$ cat config.mk
export PLATFORM = sky130hd
export DESIGN_NAME = fetch_unit
export DESIGN_NICKNAME = d
export VERILOG_FILES = /design/src/rtl/fetch_unit.sv
export SDC_FILE = /design/constraint.sdc
export NUM_CORES = 1
export LEC_CHECK = 0
export BUFFER_PORTS_ARGS = -buffer_cell sky130_fd_sc_hd__buf_2
export CAP_MARGIN = 30
export CORE_UTILIZATION = 55
export CTS_BUF_LIST = sky130_fd_sc_hd__clkbuf_4 sky130_fd_sc_hd__clkbuf_8 sky130_fd_sc_hd__clkbuf_16
export CTS_CLUSTER_DIAMETER = 100
export DETAILED_ROUTE_END_ITERATION = 8
export PLACE_DENSITY = 0.8
export SYNTH_ARGS = -nofsm -noshare
export SYNTH_HDL_FRONTEND = slang
export SYNTH_SLANG_ARGS = --single-unit
$ cat constraint.sdc
create_clock -name clk -period 2.9 [get_ports clk]
set_clock_uncertainty 0.1 [all_clocks]
set_input_delay 0.58 -clock clk [delete_from_list [all_inputs] [get_ports clk]]
set_output_delay 0.58 -clock clk [all_outputs]
set_load 0.03 [all_outputs]
$ cat src/rtl/fetch_unit.sv
// Instruction fetch stage: owns PCF, talks to instruction memory with a
// request/ready handshake, and drives the IF/ID pipeline register.
module fetch_unit #(
   parameter int              XLEN     = 32,
   parameter logic [XLEN-1:0] RESET_PC = '0
) (
   input  logic            clk,
   input  logic            reset,
   output logic [XLEN-1:0] IAddr,
   output logic            IReq,
   input  logic            IReady,
   input  logic [XLEN-1:0] IRData,
   input  logic            StallD,
   input  logic            FlushD,
   input  logic            RedirectValid,
   input  logic [XLEN-1:0] RedirectPC,
   output logic [XLEN-1:0] InstrD,
   output logic [XLEN-1:0] PCPlus8D,
   output logic            ValidD,
   output logic [XLEN-1:0] PCF
);

   typedef enum logic [1:0] {
      FETCH = 2'd0,
      DROP  = 2'd1,   // request in flight whose response must be discarded
      HOLD  = 2'd2    // response captured while decode was stalled
   } state_t;

   state_t          state, state_n;
   logic [XLEN-1:0] pcf_n;
   logic [XLEN-1:0] pend_pc, pend_pc_n;
   logic [XLEN-1:0] hold_instr, hold_instr_n;
   logic [XLEN-1:0] hold_pc8, hold_pc8_n;
   logic            load;
   logic [XLEN-1:0] load_instr, load_pc8;
   logic [XLEN-1:0] redirect_pc;

   // Word-align the redirect target by masking the low two bits.
   assign redirect_pc = RedirectPC & ~XLEN'(3);

   assign IAddr = PCF;
   assign IReq  = !reset && (state != HOLD);

   always_comb begin
      // NOTE: every signal gets a default before the case so no path can
      // leave it unassigned and infer a latch.
      state_n      = state;
      pcf_n        = PCF;
      pend_pc_n    = pend_pc;
      hold_instr_n = hold_instr;
      hold_pc8_n   = hold_pc8;
      load         = 1'b0;
      load_instr   = IRData;
      load_pc8     = PCF + XLEN'(8);

      case (state)
         FETCH: begin
            if (RedirectValid) begin
               if (IReady) begin
                  pcf_n = redirect_pc;
               end else begin
                  // Address must stay put until the outstanding request returns.
                  pend_pc_n = redirect_pc;
                  state_n   = DROP;
               end
            end else if (IReady) begin
               pcf_n = PCF + XLEN'(4);
               if (StallD) begin
                  hold_instr_n = IRData;
                  hold_pc8_n   = PCF + XLEN'(8);
                  state_n      = HOLD;
               end else begin
                  load = 1'b1;
               end
            end
         end

         DROP: begin
            if (RedirectValid) pend_pc_n = redirect_pc;
            if (IReady) begin
               pcf_n   = RedirectValid ? redirect_pc : pend_pc;
               state_n = FETCH;
            end
         end

         HOLD: begin
            if (RedirectValid) begin
               pcf_n   = redirect_pc;
               state_n = FETCH;
            end else if (!StallD) begin
               load       = 1'b1;
               load_instr = hold_instr;
               load_pc8   = hold_pc8;
               state_n    = FETCH;
            end
         end

         default: state_n = FETCH;
      endcase
   end

   always_ff @(posedge clk) begin
      // NOTE: sequential state uses non-blocking assignments so every
      // register samples the pre-edge values regardless of statement order.
      if (reset) begin
         state      <= FETCH;
         PCF        <= RESET_PC;
         pend_pc    <= '0;
         hold_instr <= '0;
         hold_pc8   <= '0;
         InstrD     <= '0;
         PCPlus8D   <= '0;
         ValidD     <= 1'b0;
      end else begin
         state      <= state_n;
         PCF        <= pcf_n;
         pend_pc    <= pend_pc_n;
         hold_instr <= hold_instr_n;
         hold_pc8   <= hold_pc8_n;
         // IF/ID register: flush beats stall beats load; otherwise a bubble.
         if (FlushD) begin
            InstrD <= '0;
            ValidD <= 1'b0;
         end else if (!StallD) begin
            if (load) begin
               InstrD   <= load_instr;
               PCPlus8D <= load_pc8;
               ValidD   <= 1'b1;
            end else begin
               ValidD <= 1'b0;
            end
         end
      end
   end

endmodule

Word level (Yosys, flattened, before mapping)
Cells that the tools add are included.
{"block": "word_totals", "rom_bits": 0, "out_inout_bits": 130, "latch_bits": 0, "memories": 0, "word_cells": 65, "inputBits": 70, "reg_bits": 195, "ram_bits": 0}
{"block": "op_classes", "add_sub_neg": 2, "n_div": 0, "mul": 0, "shifts": 0, "bitwise": 3, "reduce_logical": 12, "n_mux": 28, "eq_ne": 12, "order_cmp": 0}
{"op": "32-bit two-way mux", "n": 12}
{"op": "32-bit one-hot mux with 3 select lines", "n": 1}
{"op": "32-bit one-hot mux with 2 select lines", "n": 1}
{"op": "32-bit by 3-bit adder with 32-bit output (second input constant)", "n": 1}
{"op": "32-bit by 4-bit adder with 32-bit output (second input constant)", "n": 1}
{"op": "2-bit two-way mux", "n": 7}
{"op": "2-bit != test (second input constant)", "n": 6}
{"op": "3-bit != test (second input constant)", "n": 4}
{"op": "4-bit AND reduction", "n": 2}
{"op": "2-bit one-hot mux with 3 select lines", "n": 1}
{"op": "3-bit AND reduction", "n": 2}
{"op": "1-bit two-way mux", "n": 5}
{"op": "5-bit AND reduction", "n": 1}
{"op": "1-bit NOT", "n": 3}
{"op": "3-bit nonzero test", "n": 1}
{"op": "2-bit by 1-bit == test with 1-bit output (second input constant)", "n": 1}
{"op": "2-bit == test (second input constant)", "n": 1}
{"op": "2-bit logical NOT", "n": 1}
{"op": "1-bit one-hot mux with 2 select lines", "n": 1}
{"op": "2-bit AND reduction", "n": 1}
{"op": "2-bit nonzero test", "n": 1}
{"op": "2-bit OR reduction", "n": 1}
{"op": "1-bit logical AND", "n": 1}
{"op": "1-bit logical NOT", "n": 1}

Longest topological paths before layout
Gate-level depths: netlist (run 1).
{"block": "depth", "ltp_word": 5, "mapped_depth": 10, "mapped_depth_nobuf": 7}

Worst setup path after synthesis (run 1)
OpenSTA, ideal clock, no wires.
{"block": "synth_timing", "path_kind": "reg-to-reg", "start": "register PCF[3], in the netlist IAddr[3]", "end": "register PCF[30], in the netlist IAddr[30]", "t_required_ns": 2.678, "arrival_ns": 2.060, "slack_ns": 0.618, "path_stages_with_launch": 7, "cell_sequence": "dfxtp_1 ha_1 nand3_1 or2_1 nor3_1 a31oi_1 o311a_1"}
{"block": "synth_between", "elab_chain_cells": 4}
{"item": "start, declared", "line": "20", "text": "output logic [XLEN-1:0] PCF"}
{"item": "start signal, assigned", "line": "116", "text": "PCF <= pcf_n;"}
{"item": "32-bit by 3-bit adder with 32-bit output", "line": "67", "text": "pcf_n = PCF + XLEN'(4);"}
{"item": "32-bit two-way mux", "line": "66", "text": "end else if (IReady) begin"}
{"item": "32-bit two-way mux", "line": "58", "text": "if (RedirectValid) begin"}
{"item": "32-bit one-hot mux with 3 select lines", "line": "56", "text": "case (state)"}
No other way between the ends. The select of a mux whose other input is x is not followed.
A chain may end at the register's enable or synchronous reset.

Final worst setup path (run 1)
{"block": "layout_timing", "start": "register PCF[3], in the netlist IAddr[3]", "end": "register PCPlus8D[21]"}
{"block": "layout_between", "elab_chain_cells": 3}
{"item": "32-bit by 4-bit adder with 32-bit output (*)", "line": "54", "text": "load_pc8 = PCF + XLEN'(8);"}
{"item": "32-bit two-way mux", "line": "87", "text": "if (RedirectValid) begin"}
{"item": "32-bit two-way mux (*)", "line": "56"}
{"item": "end signal, assigned", "line": "127", "text": "PCPlus8D <= load_pc8;"}
{"item": "end, declared", "line": "18", "text": "output logic [XLEN-1:0] PCPlus8D,"}
Mark *: on every way between the ends. The rest lies on a longest branch, timed or not.

==> results of run 1 <==
[cell families after synthesis]
kind of cell	count (synthesis)	synth area share, %
flip-flops	195	40.3
buffers and inverters	160	7.98
XOR/XNOR	29	2.62
AND/OR/NAND/NOR	526	24.6
multiplexers	9	0.969
adder cells (fa/ha/maj)	6	0.776
AO/OA/AOI/OAI	333	22.7
[placed cells by master (no fill, tap or decap), drive strengths merged, types with 4 or more instances in the layout]
| cell | n |
|---|---|
| or2 | 4 |
| xnor2 | 14 |
| nor4 | 14 |
| nand2 | 286 |
| clkinv | 6 |
| a22o | 7 |
| or3 | 8 |
| mux2i | 6 |
| nor3 | 28 |
| o221ai | 7 |
| ha | 6 |
| and3 | 8 |
| o211ai | 6 |
| a311oi | 40 |
| buf | 240 |
| clkbuf | 18 |
| a21o | 11 |
| and4 | 5 |
| a31oi | 11 |
| a22oi | 9 |
| nand4 | 25 |
| o21a | 7 |
| nor2 | 110 |
| o21ai | 34 |
| nand3 | 20 |
| a221oi | 5 |
| a21oi | 136 |
| a211o | 6 |
| a211oi | 32 |
| nand2b | 8 |
| dfxtp | 195 |
| xor2 | 15 |
| inv | 24 |
[registers in the layout (all words and copies together) (netlist names)]
name / flops
state: 2
hold_pc8: 32
InstrD: 32
PCPlus8D: 32
IAddr: 32
ValidD: 1
hold_instr: 32
pend_pc: 32
[per-stage QoR]
step                      instances  setup slack, ns  hold slack, ns
after floorplan                1258            0.618           0.334
after global placement         1580            0.379           0.340
after detailed placement       1580            0.332           0.347
after CTS                      1612            0.374           0.270
after global routing           1612            0.139           0.277
final                          1612            0.324           0.284
[power breakdown]
group	internal (uW)	switching [uW]	leakage, uW	total [uW]
combinational	602	1260	0.00264	1860
sequential	2860	199	0.00159	3060
clock	1160	1140	0.000281	2300
total	4610	2600	0.00451	7210
[tightest hold or removal path: cells and delay by family]
kind,cells,cell delay (ns)
buf+inv,1,0.10
simple gates,1,0.05
compound gates,1,0.05
[layout make-up]
| cell class | instances | area, um^2 |
|---|---|---|
| clock buffers | 18 | 433 |
| clock inverters | 14 | 140 |
| fillers | 1451 | 6020 |
| inverters | 17 | 63.8 |
| multi-input cells | 903 | 5030 |
| flip-flops and latches | 195 | 3900 |
| well taps | 225 | 282 |
| repair buffers | 240 | 1360 |
[layer usage]
layer	track usage (%)	share of wire, %	vias up
met5	0	0	-
li1	-	-	4621
met3	6.01	8.0	71
met2	48.4	47	449
met4	13.9	3.7	0
met1	37.6	42	4404
[how the worst max path moves through the flow]
stage	startpoint	cells past startpoint	to	slack, ns
2_1_floorplan	IAddr[3]$_SDFFE_PP0P_	6	IAddr[30]$_SDFFE_PP0P_	0.62
3_3_place_gp	RedirectValid	5	IAddr[16]$_SDFFE_PP0P_	0.38
3_5_place_dp	RedirectValid	5	IAddr[16]$_SDFFE_PP0P_	0.33
4_1_cts	IAddr[3]$_SDFFE_PP0P_	7	PCPlus8D[21]$_SDFFE_PP0P_	0.37
5_1_grt	IAddr[3]$_SDFFE_PP0P_	7	PCPlus8D[21]$_SDFFE_PP0P_	0.14
6_report	IAddr[3]$_SDFFE_PP0P_	7	PCPlus8D[21]$_SDFFE_PP0P_	0.32
==> reports/metrics.yaml, run 1 <==
ant_nets: 0
rsz0062_at_grt: "no"
hold_class: "input port to flip-flop"
drt-pass1-iter-count: 5
synth_edf_count: 0
synthDistinctLibCells: 73
grt_pass1_vias: 8324
cts_buffer_depth: 2
reg2reg_setup_slack_ns: 0.32
fp.dieW_um: 135
yosysMostFrequentCell: "nand2_1"
synth-main-ff-cell: "dfxtp_1"
r2r-start: "IAddr[3]$_SDFFE_PP0P_"
synth_warnings: 0
synth_top_area_cell: "dfxtp_1"
cts_setup_buffers: 0
pwr_density_cell_nw_per_um2: 643
cts_root_buffer: "clkbuf_16"
vias: 9545
arrival_ns: 2.77
crit_fanout: 11
grt_antenna_before_repair: 0
wl_per_cell_um: 16.8
slowest_stage: "dfxtp_1"
syn_to_final_growth_pct: 15.9
ys_async_sr_fraction_pct: 0
dpl.hpwl_um: 18700
synth_common_cells: "nand2_1, dfxtp_1, a21oi_1"
synth_area_per_cell_um2: 7.69
syn_area_um2: 9680
cts_tree: "yes"
min_period_ns: 2.58
routed_wl_um: 27100
path_cells: "ha_1 > nand3_1 > nor3_1 > buf_4 > nand2_2 > a2111oi_0 > nor4_1"
ir_drop_v: 0.000449
ctsResizeCount: 0
hold_viol_final: 0
antenna_cells: 0
max_freq_ghz: 0.388
min_to: "hold_instr[8]$_SDFFE_PP0P_"
ctsHoldBuffers: 0
design_area_um2: 11200
io_pins: 200
critical_path_class: "flip-flop to flip-flop"
synth_seq_cells: 195
nNetsFinal: 1450
dieArea_um2: 18100
core_um2: 17200
setup_violations: 0
grt.overflow.total: 0
final_layout_size_suffix_gt1_share_pct: 21.5
clkSinkCount: 195
cp-end-kind: "flip-flop"
reg2regPathDepth: 7
path_delay_family: "simple AND/OR/NAND/NOR gates"
synth_nets: 1334
p_leak_uw: 0.00451
place.gp.congestion: 0.897
tightest_slew_ns: 0.649
h-tree-depth: 4
cp.buffers_inverters: 1
finalCritPeriodShare_pct: 88.8
synth_area_leaders: "dfxtp_1, nand2_1, a21oi_1, nor2_1, a311oi_1"
clk_latency_ns: 0.44
synth-seq-area-share_pct: 40.3
grt_usage_pct: 29.7
die_h_um: 135
fin_total_pwr_uw: 7210
drv_slew: 0
hold_start: "IRData[8]"
drc_errors: 0
cts_inserted_buffers: 17
synth_top_area_share_pct: 40.3
fin_util_pct: 65.1
drt-initial-drc-count: 747
cp.required_ns: 3.10
avgViaCountPerCell: 5.92
grt_pass1_wl_um: 42500
startpoint_type: "flip-flop"
cap_violations: 0
relSlewSlack_pct: 56.7
r2r_end: "PCPlus8D[21]$_SDFFE_PP0P_"
slowest_delay_ns: 0.54
start_util_pct: 56.2
rows: 48
path_clk_slew_ns: 0.08
grt_max_degree: 66
status: "complete, no violations"
port_buffers: 197
synthCells: 1258
worstHoldPathCells: 3
post_dp_cell_area_um2: 10600
fin_setup_tns_ns: 0
No activity file was read; power rests on OpenSTA's default activity.
==> run 2: changes to the inputs <==
--- a/config.mk
+++ b/config.mk
@@ -7,11 +7,13 @@
 export LEC_CHECK = 0
 export BUFFER_PORTS_ARGS = -buffer_cell sky130_fd_sc_hd__buf_2
 export CAP_MARGIN = 30
-export CORE_UTILIZATION = 55
+export CELL_PAD_IN_SITES_DETAIL_PLACEMENT = 0
+export CELL_PAD_IN_SITES_GLOBAL_PLACEMENT = 1
+export CORE_UTILIZATION = 40
 export CTS_BUF_LIST = sky130_fd_sc_hd__clkbuf_4 sky130_fd_sc_hd__clkbuf_8 sky130_fd_sc_hd__clkbuf_16
 export CTS_CLUSTER_DIAMETER = 100
 export DETAILED_ROUTE_END_ITERATION = 8
-export PLACE_DENSITY = 0.8
+export PLACE_DENSITY_LB_ADDON = 0.1
 export SYNTH_ARGS = -nofsm -noshare
 export SYNTH_HDL_FRONTEND = slang
 export SYNTH_SLANG_ARGS = --single-unit
==> run 2 against run 1 <==
Compared with the run above: flip-flop and latch count did not move; setup slack got worse by 0.011 ns; first-iteration DRC count rose by 0.54%; global-route usage fell by 4.8 points; sequential power barely moved; cell area rose by 2.3%; clock-buffer cell count fell by 1; fmax fell by 0.41%; via count fell by 2.4%; clock power rose by 5%.
==> reports/metrics.yaml, run 2 (synthesis results as in run 1) <==
die_h_um: 158  # +17%
nNetsFinal: 1460  # +0.69%
pwr_density_cell_nw_per_um2: 645  # +0.26%
fp.dieW_um: 158  # +17%
cap_violations: 0  # unchanged
fin_setup_tns_ns: 0  # unchanged
routed_wl_um: 30400  # +12%
grt_antenna_before_repair: 0  # unchanged
grt_pass1_wl_um: 47400  # +12%
avgViaCountPerCell: 5.43  # -8.3%
rsz0062_at_grt: "no"
crit_fanout: 31  # +20
place.gp.congestion: 0.842  # -6.2%
final_common_cell: "nand2_1"
path_delay_family: "simple AND/OR/NAND/NOR gates"
h-tree-depth: 4  # unchanged
hold_class: "input port to flip-flop"
core_um2: 23600  # +37%
port_buffers: 197  # unchanged
ant_nets: 0  # unchanged
cp.buffers_inverters: 2  # +1
clk_latency_ns: 0.44  # about the same
nFillCells: 2456  # +69%
drc_errors: 0  # unchanged
cp.required_ns: 3.15  # +0.05 ns
grt_usage_pct: 24.8  # -4.8 points
cts_root_buffer: "clkbuf_16"
grt_max_degree: 88  # +33%
syn_to_final_growth_pct: 18.5
path_clk_slew_ns: 0.08  # about the same
max_freq_ghz: 0.387  # -0.41%
tightest_slew_ns: 0.720  # +0.0707 ns
fin_util_pct: 48.6  # -16 points
startpoint_type: "flip-flop"
drt-initial-drc-count: 751  # +0.54%
whs_ns: 0.280  # -0.00462 ns
ir_drop_v: 0.000373  # -17%
hold_viol_final: 0  # unchanged
arrival_ns: 2.84  # +0.07 ns
cp-end-kind: "flip-flop"
setup_violations: 0  # unchanged
relSlewSlack_pct: 52.0  # -4.7 points
clkSinkCount: 195  # unchanged
finalCritPeriodShare_pct: 89.2  # +0.37 points
grt_pass1_vias: 8515  # +2.3%
vias: 9313  # -2.4%
grt.overflow.total: 0  # unchanged
status: "complete, no violations"
dieArea_um2: 24800  # +37%
dpl.hpwl_um: 20900  # +12%
slowest_delay_ns: 0.49  # -0.05 ns
cts_tree: "yes"
layout_common_cells: "nand2_1, buf_2, dfxtp_1"
wl_per_cell_um: 17.7  # +5.4%
critical_path_class: "flip-flop to flip-flop"
drv_slew: 0  # unchanged
io_pins: 200  # unchanged
rows: 56  # +17%
cts_inserted_buffers: 17  # unchanged
min_period_ns: 2.59  # +0.0107 ns
path_cells: "inv_1 > ha_1 > a21oi_1 > or4_1 > buf_12 > nor2_2 > nand2_1 > o221ai_1"
slowest_stage: "or4_1"
drt-pass1-iter-count: 5  # unchanged
p_leak_uw: 0.00459  # +1.8%
antenna_cells: 0  # unchanged
cts_buffer_depth: 2  # unchanged
final_layout_size_suffix_gt1_share_pct: 22.1  # +0.63 points
cts_setup_buffers: 0  # unchanged
start_util_pct: 41.0  # -15 points
## run 2: cell types whose count changed in the layout (fill, tap and decap cells not counted), moves of 2 or more
cell | before | now
inv_8 | 3 | 1
buf_4 | 40 | 48
clkinv_4 | 2 | 0
clkinv_8 | 2 | 6
buf_12 | 4 | 6
## run 2: layer usage
layer  share of wire [%]  vias up  global-route usage (%)
li1                    -     4643                       -
met1                  45     4323                    32.1
met2                  47      295                    41.4
met3                 4.7       52                    4.07
met4                 3.3        0                    9.11
met5                   0        -                       0
## run 2: report_power, final
part	switching (uW)	total, uW	internal, uW	leakage (uW)
clock	1240	2420	1180	0.000295
sequential	190	3050	2860	0.00159
combinational	1300	1930	627	0.00271
## run 2: timing repair
action / CTS / global route
endpoints found under the setup margin: 0 / 1
gates resized for setup: 0 / 2
hold buffers: 0 / 0
## run 2: stage by stage
stage	worst slack, ns	total power [uW]	std cells	area, um^2
after global placement	0.305	5020	1684	10900
after global routing	0.109	7780	1716	11500
after detailed placement	0.190	5030	1684	10900
after CTS	0.140	7480	1716	11500
final	0.313	7400	1716	11500
after floorplan	0.618	4440	1258	9680
## run 2: final timing paths
path | slack (ns) | from | cells past startpoint | to
min reg2reg | 0.35 | PCPlus8D[10]$_SDFFE_PP0P_ | 2 | PCPlus8D[10]$_SDFFE_PP0P_
max reg2reg | 0.31 | state[0]$_SDFFE_PP0P_ | 8 | PCPlus8D[29]$_SDFFE_PP0P_
max | 0.31 | state[0]$_SDFFE_PP0P_ | 8 | PCPlus8D[29]$_SDFFE_PP0P_
min | 0.28 | IRData[25] | 3 | hold_instr[25]$_SDFFE_PP0P_
## run 2: cell type report
type / count / area [um^2] / area share (%)
Clock buffer: 17 / 425 / 3.71
Clock inverter: 15 / 183 / 1.59
Inverter: 17 / 63.8 / 0.556
Multi-Input combinational cell: 903 / 5030 / 43.9
Sequential cell: 195 / 3910 / 34.0
Tap cell: 319 / 399 / 3.48
Timing Repair Buffer: 250 / 1460 / 12.7
## run 2: tightest hold or removal path, stage by stage
cell and delay (ns):
buf_2 0.10, nand2_1 0.05, a21oi_1 0.05
==> run 3: changes to the inputs <==
--- a/config.mk
+++ b/config.mk
@@ -14,6 +14,7 @@
 export CTS_CLUSTER_DIAMETER = 100
 export DETAILED_ROUTE_END_ITERATION = 8
 export PLACE_DENSITY_LB_ADDON = 0.1
+export RECOVER_POWER = 100
 export SYNTH_ARGS = -nofsm -noshare
 export SYNTH_HDL_FRONTEND = slang
 export SYNTH_SLANG_ARGS = --single-unit
==> run 3 against run 2 <==
Compared with the run above: combinational power down 3%; cell area down 2.0%; first-iteration DRC count down 15%; cell count unchanged; critical path type unchanged; critical endpoint is now IAddr[17]$_SDFFE_PP0P_; critical path depth down 2; clock power about the same; global-route usage unchanged; non-clock buffer count unchanged; hold slack better by 0.00089 ns; setup slack worse by 0.11 ns; power down 0.81%; clock-buffer cell count unchanged.
==> reports/metrics.yaml, run 3 (synthesis results as in run 1) <==
status: "complete, no violations"
antenna_cells: 0  # unchanged
drt-initial-drc-count: 637  # -15%
cts_setup_buffers: 0  # unchanged
clkSinkCount: 195  # unchanged
min_to: "hold_instr[29]$_SDFFE_PP0P_"
h-tree-depth: 4  # unchanged
dieArea_um2: 24800  # unchanged
layout_common_cells: "nand2_1, dfxtp_1, a21oi_1"
io_pins: 200  # unchanged
cp.buffers_inverters: 1  # -1
hold_viol_final: 0  # unchanged
die_h_um: 158  # unchanged
wl_per_cell_um: 17.7  # about the same
path_cells: "clkbuf_1 > nand4_1 > nor3_1 > nand4_1 > mux2i_1 > o21a_1"
cp-end-kind: "flip-flop"
grt_max_degree: 88  # unchanged
cts_root_buffer: "clkbuf_16"
fin_total_pwr_uw: 7340  # -0.81%
start_util_pct: 41.0  # unchanged
cp.required_ns: 3.14  # about the same
critical_path_class: "flip-flop to flip-flop"
hold_class: "input port to flip-flop"
avgViaCountPerCell: 5.44  # +0.20%
drv_slew: 0  # unchanged
core_um2: 23600  # unchanged
cp_common_cell: "nand4_1"
drt-pass1-iter-count: 5  # unchanged
grt_pass1_wl_um: 47400  # unchanged
routed_wl_um: 30400  # about the same
arrival_ns: 2.94  # +0.10 ns
reg2regPathDepth: 6  # -2
nNetsFinal: 1460  # unchanged
ctsResizeCount: 0  # unchanged
path_clk_slew_ns: 0.08  # about the same
r2r_end: "IAddr[17]$_SDFFE_PP0P_"
cts_buffer_depth: 2  # unchanged
slowest_stage: "clkbuf_1"
pwr_density_cell_nw_per_um2: 653  # +1.2%
ant_nets: 0  # unchanged
startpoint_type: "flip-flop"
fin_setup_tns_ns: 0  # unchanged
cap_violations: 0  # unchanged
rsz0062_at_grt: "no"
grt_pass1_vias: 8515  # unchanged
slowest_delay_ns: 0.64  # +0.15 ns
reg2reg_setup_slack_ns: 0.20  # -0.11 ns
hold_start: "IRData[29]"
rows: 56  # unchanged
clk_latency_ns: 0.44  # about the same
ctsHoldBuffers: 0  # unchanged
dpl.hpwl_um: 20900  # unchanged
whs_ns: 0.280  # +0.000892 ns
cts_tree: "yes"
tightest_slew_ns: 0.838  # +0.118 ns
relSlewSlack_pct: 44.1  # -7.9 points
ir_drop_v: 0.000361  # -3.4%
final_common_cell: "nand2_1"
syn_to_final_growth_pct: 16.1
setup_violations: 0  # unchanged
worstHoldPathCells: 3  # unchanged
grt_usage_pct: 24.8  # unchanged
port_buffers: 197  # unchanged
place.gp.congestion: 0.842  # unchanged
fp.dieW_um: 158  # unchanged
grt.overflow.total: 0  # unchanged
nFillCells: 2527  # +2.9%
path_delay_family: "simple AND/OR/NAND/NOR gates"
p_leak_uw: 0.00402  # -12%
grt_antenna_before_repair: 0  # unchanged
min_period_ns: 2.70  # +0.111 ns
cts_inserted_buffers: 17  # unchanged
max_freq_ghz: 0.371  # -4.1%
finalCritPeriodShare_pct: 93.0  # +3.8 points
r2r-start: "IAddr[2]$_SDFFE_PP0P_"
crit_fanout: 14  # -55%
drc_errors: 0  # unchanged
vias: 9332  # +0.20%
final_layout_size_suffix_gt1_share_pct: 12.2  # -9.9 points
## run 3: cell types whose count changed in the layout (fill, tap and decap cells not counted), sizes merged
cell    previous run  this run
buf              250       110
clkbuf            17       157
## run 3: how the worst max path moves through the flow
stage,startpoint,end,slack [ns],depth (start not counted)
2_1_floorplan,IAddr[3]$_SDFFE_PP0P_,IAddr[30]$_SDFFE_PP0P_,0.62,6
6_report,IAddr[2]$_SDFFE_PP0P_,IAddr[17]$_SDFFE_PP0P_,0.20,6
4_1_cts,IAddr[3]$_SDFFE_PP0P_,PCPlus8D[21]$_SDFFE_PP0P_,0.14,7
3_3_place_gp,IAddr[3]$_SDFFE_PP0P_,PCPlus8D[21]$_SDFFE_PP0P_,0.30,7
5_1_grt,state[1]$_SDFFE_PP0P_,IAddr[21]$_SDFFE_PP0P_,0.07,7
3_5_place_dp,IAddr[3]$_SDFFE_PP0P_,PCPlus8D[21]$_SDFFE_PP0P_,0.19,7
## run 3: tightest hold or removal path, delay by kind of cell
| kind | cells | cell delay [ns] |
|---|---|---|
| buffers and inverters | 1 | 0.11 |
| AND/OR/NAND/NOR | 1 | 0.05 |
| AO/OA/AOI/OAI | 1 | 0.05 |
## run 3: report_power, final
part | switching, uW | internal (uW) | leakage (uW)
Clock | 1240 | 1180 | 0.000295
Combinational | 1300 | 567 | 0.00214
Sequential | 193 | 2860 | 0.00159
## run 3: final cells by class
cell class / count / area (um^2) / share of cell area (%)
Clock buffer: 17 / 425 / 3.79
Clock inverter: 15 / 183 / 1.63
Inverter: 17 / 63.8 / 0.568
Multi-Input combinational cell: 903 / 5010 / 44.6
Sequential cell: 195 / 3910 / 34.7
Tap cell: 319 / 399 / 3.55
Timing Repair Buffer: 250 / 1250 / 11.2
## run 3: layer usage
layer / up-vias / wire length [um] / track usage [%]
li1: 4642 / - / -
met1: 4358 / 13600 / 32.1
met2: 282 / 14300 / 41.4
met3: 50 / 1450 / 4.07
met4: 0 / 980 / 9.11
met5: - / 0 / 0
## run 3: per-stage QoR
step	util [%]	setup slack [ns]	instance area [um^2]	cells
global placement	46.0	0.305	10900	1684
floorplan	-	0.618	9680	1258
CTS	48.6	0.140	11500	1716
detailed placement	46.0	0.190	10900	1684
global route	47.6	0.0651	11200	1716
finish	47.6	0.202	11200	1716
